`src/rtl/free_list_pkg.sv`:
```
// Shared definitions for the rename-stage free list.
//   ROB_DEPTH : ROB entries and free-list capacity (power of 2, >= 4)
//   PREG_W    : physical-register index width (ROB_DEPTH + 32 registers)
//   PTR_W     : free-list pointer width, index bits plus one wrap bit
//   IDX_W     : pointer index width (no wrap bit)
package free_list_pkg;

  localparam int ROB_DEPTH = 32;
  localparam int PREG_W    = $clog2(ROB_DEPTH + 32);
  localparam int PTR_W     = $clog2(ROB_DEPTH) + 1;
  localparam int IDX_W     = PTR_W - 1;

  typedef logic [PREG_W-1:0] preg_t;
  typedef logic [PTR_W-1:0]  fl_ptr_t;

endpackage : free_list_pkg

```
`src/rtl/free_list.sv`:
```
// Circular FIFO of free physical-register indices feeding rename.
// The commit side pushes displaced registers back; rename pops one new
// destination per cycle. A flush makes every register not held by the
// retirement map free again in one cycle by moving the head pointer.
//
// Ports:
//   clk, rst      : clock, synchronous active-high reset
//   flush         : mispredict/exception recovery
//   kick_valid    : push request from commit
//   kick_p_addr   : physical register being freed
//   alloc_req     : pop request from rename
//   alloc_valid   : head entry available (list not empty)
//   alloc_p_addr  : head entry, meaningful only with alloc_valid
//   free_count    : number of entries held
//   full          : free_count == ROB_DEPTH
//   overflow_err  : sticky, push attempted while full (cleared by rst)
module free_list
  import free_list_pkg::*;
(
  input  logic              clk,
  input  logic              rst,
  input  logic              flush,
  input  logic              kick_valid,
  input  logic [PREG_W-1:0] kick_p_addr,
  input  logic              alloc_req,
  output logic              alloc_valid,
  output logic [PREG_W-1:0] alloc_p_addr,
  output logic [PTR_W-1:0]  free_count,
  output logic              full,
  output logic              overflow_err
);

  preg_t   mem_q [ROB_DEPTH];
  fl_ptr_t rd_ptr_q, rd_ptr_d;
  fl_ptr_t wr_ptr_q, wr_ptr_d;
  logic    overflow_q, overflow_d;

  logic empty;
  logic push;
  logic pop;

  assign empty = (rd_ptr_q == wr_ptr_q);
  assign full  = (rd_ptr_q[IDX_W-1:0] == wr_ptr_q[IDX_W-1:0]) &&
                 (rd_ptr_q[IDX_W] != wr_ptr_q[IDX_W]);

  // Decisions use pre-edge full/empty: a full list rejects a push even
  // when a pop frees a slot this cycle, and an empty list has no bypass.
  assign push = kick_valid && !full;
  assign pop  = alloc_req && !empty && !flush;

  always_comb begin
    overflow_d = overflow_q || (kick_valid && full);
    wr_ptr_d   = wr_ptr_q + fl_ptr_t'(push);
    rd_ptr_d   = rd_ptr_q + fl_ptr_t'(pop);
    // Flush: the slots between tail and head hold exactly the in-flight
    // allocations, so placing the head one lap behind the (post-push)
    // tail returns all of them at once.
    if (flush) begin
      rd_ptr_d = {~wr_ptr_d[IDX_W], wr_ptr_d[IDX_W-1:0]};
    end
  end

  always_ff @(posedge clk) begin
    if (rst) begin
      rd_ptr_q   <= '0;
      wr_ptr_q   <= {1'b1, {IDX_W{1'b0}}};
      overflow_q <= 1'b0;
    end else begin
      rd_ptr_q   <= rd_ptr_d;
      wr_ptr_q   <= wr_ptr_d;
      overflow_q <= overflow_d;
    end
  end

  // Storage reset fills the list with registers 32..32+ROB_DEPTH-1, the
  // ones not mapped by the initial architectural state.
  always_ff @(posedge clk) begin
    if (rst) begin
      for (int i = 0; i < ROB_DEPTH; i++) begin
        mem_q[i] <= preg_t'(32 + i);
      end
    end else if (push) begin
      mem_q[wr_ptr_q[IDX_W-1:0]] <= kick_p_addr;
    end
  end

  assign alloc_valid  = !empty;
  assign alloc_p_addr = mem_q[rd_ptr_q[IDX_W-1:0]];
  assign free_count   = wr_ptr_q - rd_ptr_q;
  assign overflow_err = overflow_q;

`ifndef SYNTHESIS
  // A kick while full must leave the tail untouched.
  a_no_push_full : assert property (@(posedge clk) disable iff (rst)
    (kick_valid && full) |=> (wr_ptr_q == $past(wr_ptr_q)));

  a_kick_range : assert property (@(posedge clk) disable iff (rst)
    kick_valid |-> (int'(kick_p_addr) < ROB_DEPTH + 32));

  a_count_range : assert property (@(posedge clk) disable iff (rst)
    int'(free_count) <= ROB_DEPTH);
`endif

endmodule : free_list

```
`config.mk`:
```
export PLATFORM = sky130hd
export DESIGN_NAME = free_list
export DESIGN_NICKNAME = d
export VERILOG_FILES = /design/src/rtl/free_list_pkg.sv /design/src/rtl/free_list.sv
export SDC_FILE = /design/constraint.sdc
export NUM_CORES = 1
export LEC_CHECK = 0
export CAP_MARGIN = 20
export CORE_ASPECT_RATIO = 0.75
export CORE_MARGIN = 2
export CORE_UTILIZATION = 40
export CTS_CLUSTER_SIZE = 10
export DETAILED_ROUTE_END_ITERATION = 6
export PLACE_DENSITY = 0.61
export REMOVE_ABC_BUFFERS = 1
export SKIP_CTS_REPAIR_TIMING = 1
export SYNTH_ARGS = -nofsm -noshare
export SYNTH_HDL_FRONTEND = slang
export SYNTH_SLANG_ARGS = --single-unit
export TNS_END_PERCENT = 50
```
`constraint.sdc`:
```
create_clock -name clk -period 6.35 [get_ports clk]
set_input_delay 1.27 -clock clk [delete_from_list [all_inputs] [get_ports clk]]
set_output_delay 1.27 -clock clk [all_outputs]
set_load 0.02 [all_outputs]
```
==> run summary <==
The number of max-slew violations in the final report came out at 0. The number of stages on the worst setup path is 7. The half-perimeter wire length of the detailed placement result is 18000 um. The peak per-stage delay on the critical path is 1.10 ns.

The share of the synthesized area in the top cell type is 0.597. Counting flops with an async set or reset pin after synthesis yields a share of 0. The number of sinks on the clock net is 205. At the later pin of the worst-skew pair, clock insertion delay measures 0.52 ns. The combined global-route utilization of all metal layers is 0.217. The worst hold path begins at overflow_err$_SDFF_PP0_. The number of antenna diodes in the final layout is 0.

The number of clock buffers inserted by TritonCTS came out at 24. The layout overhead on the synthesized area came out at 12.2%. The share of the core filled with cells in the final layout came out at 0.454. The top cell type by total area after synthesis is sky130_fd_sc_hd__edfxtp_1.

The run finished with clean final reports. The placeable core area came out at 0.0238 sq mm. Counting cells, the worst reg-to-reg path comes to 7. The worst-case clock buffer depth is 3. The post-detailed-route DRC marker count is 0. The worst register-to-register path begins at rd_ptr_q[2]$_SDFF_PP0_. The buffer cell driving the clock tree root is sky130_fd_sc_hd__clkbuf_16.

The worst hold path cell count is 2. The analysis attributes to cell leakage a power of 3.28 nW. The number of placed I/O pins came out at 26. The routed wire length is 27500 um. Across all setup checks in the final design, the least slack found is 1.26 ns. The peak fanout along the critical path is 22. TritonCTS built the clock tree. The post-CTS clock slew at the launch and capture registers of the worst setup and hold paths came out at 0.07 ns. The critical path goes through inv_1, ha_1, nor2b_1, o21ai_0, a21oi_1, o211ai_1, clkdlybuf4s50_1.

The final total negative setup slack came out at 0 ns. The worst setup path is captured at a primary output. The initial antenna violation count came to 0. The worst setup slack before clock tree synthesis came out at 1.89 ns.

The y dimension of the die is 139 um. The die span in x is 183 um. The number of vias in the routed layout is 6298. Dividing the detail-routed wire length by the instance count gives 25.6 um. The total power per unit cell area came out at 311 mW/mm^2. In the post-synthesis netlist, the cell with the most instances is sky130_fd_sc_hd__edfxtp_1. For this run, the number of Yosys warnings is 0.

The cell count after synthesis came out at 752. The worst setup path is launched from a register. The path class of the tightest hold or removal check is register to register. For this design, the slowest cell found on the critical path is sky130_fd_sc_hd__dfxtp_1. The unique cell type count in the Yosys netlist came out at 52.

The worst setup skew after layout came out at 0.0116 ns. The synthesized area is 0.00965 sq mm. The aggregate global routing overflow came out at 0. In this run the critical register-to-register path is captured at mem_q[6][1]$_SDFFCE_PN1P_. The total count of hold-check failures in the final report came to 0. The number of global-route vias before repair is 5932. The die footprint came out at 0.0254 sq mm. The synthesized design contains 192 enable-type register cells. Setup repair after global routing left no endpoint under its margin. Entering global routing, the biggest net connects 27 pins. The first detailed-routing pass took 5 iterations. The transition time at the pin with the least slew margin came out at 1.17 ns. The worst endpoint required time came out at 5.08 ns. The post-synthesis sequential element count is 205. The cell family contributing the most delay on the critical path is flip-flops.

The post-layout instance area is 0.0108 sq mm. Among all flip-flop cells after synthesis, the most frequent one is sky130_fd_sc_hd__edfxtp_1. The arrival time at the worst endpoint is 3.82 ns. The weighted congestion reported at the end of routability-driven placement is 0.841.

The peak supply drop came out at 0.186 mV. The site row count came out at 49. The average footprint of a synthesized cell came out at 12.8 sq um. The portion of the clock cycle consumed by the worst path in the final layout is 0.802. In this run the tool buffered the top-level ports with 25 buffer cells. The setup slack of the most critical reg-to-reg path came out at 2.32 ns. The number of nets in the layout is 781. The first global-routing pass estimated 39900 um of wire. After detailed routing, the number of vias per cell comes to 5.86.

The top achievable clock speed is 196 MHz. For hold timing, the worst endpoint is overflow_err$_SDFF_PP0_. The DRC marker count from the first detailed-route iteration is 757. The area of placed instances came out at 0.0102 sq mm. Subtracting the final worst setup slack from the clock period gives 5.09 ns. The number of maximum-capacitance constraint violations came out at 0. The effective utilization at floorplan is 0.405. Sorting the synthesized cells by area gives the leading types as sky130_fd_sc_hd__edfxtp_1 60%, sky130_fd_sc_hd__mux4_2 8.4%, sky130_fd_sc_hd__nand2_1 5.6%. In this run the remaining antenna-violating nets after routing total 0.

The maximum level of the CTS H-tree came out at 1. The relative slew slack came out at 0.217. The total buffers and inverters traversed by the critical path came out at 2. After synthesis, the most frequently instantiated cells are 192 x sky130_fd_sc_hd__edfxtp_1, 144 x sky130_fd_sc_hd__nand2_1, 112 x sky130_fd_sc_hd__nor2_1. The sequential area share after synthesis came out at 0.624. The critical path class is register to primary output. The count of endpoints failing setup in the final report is 0. In the final layout, the share of cells above drive strength 1 is 0.160.
[report_power, final]
group          switching, mW  internal (mW)
sequential            0.0477           1.51
clock                  0.516          0.717
combinational          0.339          0.238
total                  0.903           2.47
[per-stage QoR]
step | power [mW] | cells | hold slack [ns]
floorplan | 1.92 | 697 | 0.517
global placement | 2.16 | 1039 | 0.474
detailed placement | 2.16 | 1040 | 0.458
CTS | 3.39 | 1074 | 0.473
global route | 3.46 | 1074 | 0.520
finish | 3.37 | 1074 | 0.469
[sequential cells by signal, indices dropped and copies added, names as in the netlist]
signal and count:
mem_q 192, rd_ptr_q 6, wr_ptr_q 6, overflow_err 1
[worst max path at each step]
stage                            from                         end  slack, ns
2_1_floorplan  rd_ptr_q[0]$_SDFF_PP0_  mem_q[10][0]$_SDFFCE_PN0P_       1.43
3_3_place_gp   rd_ptr_q[1]$_SDFF_PP0_               free_count[5]       1.96
3_5_place_dp   rd_ptr_q[1]$_SDFF_PP0_               free_count[5]       1.89
4_1_cts        rd_ptr_q[1]$_SDFF_PP0_               free_count[5]       1.33
5_1_grt        rd_ptr_q[1]$_SDFF_PP0_               free_count[5]       1.10
6_report       rd_ptr_q[1]$_SDFF_PP0_               free_count[5]       1.26
[worst min-delay path, stage by stage (launching register included)]
cell	delay (ns)
sky130_fd_sc_hd__dfxtp_1	0.32
sky130_fd_sc_hd__a21oi_1	0.04
sky130_fd_sc_hd__nor2_1	0.07
[cells in the final DEF (no fill, tap or decap), types with 2 or more instances in the layout]
master,instances
sky130_fd_sc_hd__mux4_2,36
sky130_fd_sc_hd__edfxtp_1,192
sky130_fd_sc_hd__and2_1,2
sky130_fd_sc_hd__mux2_2,23
sky130_fd_sc_hd__nand2_1,144
sky130_fd_sc_hd__a31oi_1,5
sky130_fd_sc_hd__or2_2,2
sky130_fd_sc_hd__a21o_1,33
sky130_fd_sc_hd__clkdlybuf4s50_1,24
sky130_fd_sc_hd__xnor2_1,8
sky130_fd_sc_hd__nor3_1,3
sky130_fd_sc_hd__clkbuf_1,7
sky130_fd_sc_hd__a21oi_1,5
sky130_fd_sc_hd__a221oi_1,11
sky130_fd_sc_hd__a22oi_1,11
sky130_fd_sc_hd__or3_1,2
sky130_fd_sc_hd__a2bb2oi_1,2
sky130_fd_sc_hd__dfxtp_1,12
sky130_fd_sc_hd__a311o_1,3
sky130_fd_sc_hd__nor2b_1,6
sky130_fd_sc_hd__a31o_2,2
sky130_fd_sc_hd__a311oi_4,3
sky130_fd_sc_hd__nand3_1,8
sky130_fd_sc_hd__xor2_1,2
sky130_fd_sc_hd__nand3b_1,4
sky130_fd_sc_hd__and3_1,12
sky130_fd_sc_hd__inv_1,10
sky130_fd_sc_hd__buf_4,12
sky130_fd_sc_hd__and3b_1,3
sky130_fd_sc_hd__ha_1,9
sky130_fd_sc_hd__clkbuf_16,25
sky130_fd_sc_hd__nor2_2,10
sky130_fd_sc_hd__mux2i_1,3
sky130_fd_sc_hd__nor2_1,112
[area by class of cell]
type / instances / area [sq um]
well taps: 306 / 383
repair buffers: 37 / 335
flip-flops and latches: 205 / 6030
inverters: 11 / 41.3
fillers: 2129 / 13000
clock inverters: 1 / 5.00
multi-input cells: 481 / 3370
clock buffers: 33 / 666
[cell families after synthesis]
kind of cell | Yosys count | share of synthesized area
mux | 62 | 0.114
compound gates | 81 | 0.0649
buf+inv | 66 | 0.0319
simple gates | 318 | 0.142
fa+ha+maj | 10 | 0.0137
xor+xnor | 10 | 0.00907
flops | 205 | 0.624
[layer usage]
metal	vias up	GRT usage	part of all wire
met1	3159	0.335	0.44
met4	0	0.0573	0.024
met5	-	0	0
met2	332	0.302	0.42
met3	47	0.0554	0.11
li1	2760	-	-
Power figures use the tool's default switching activity.
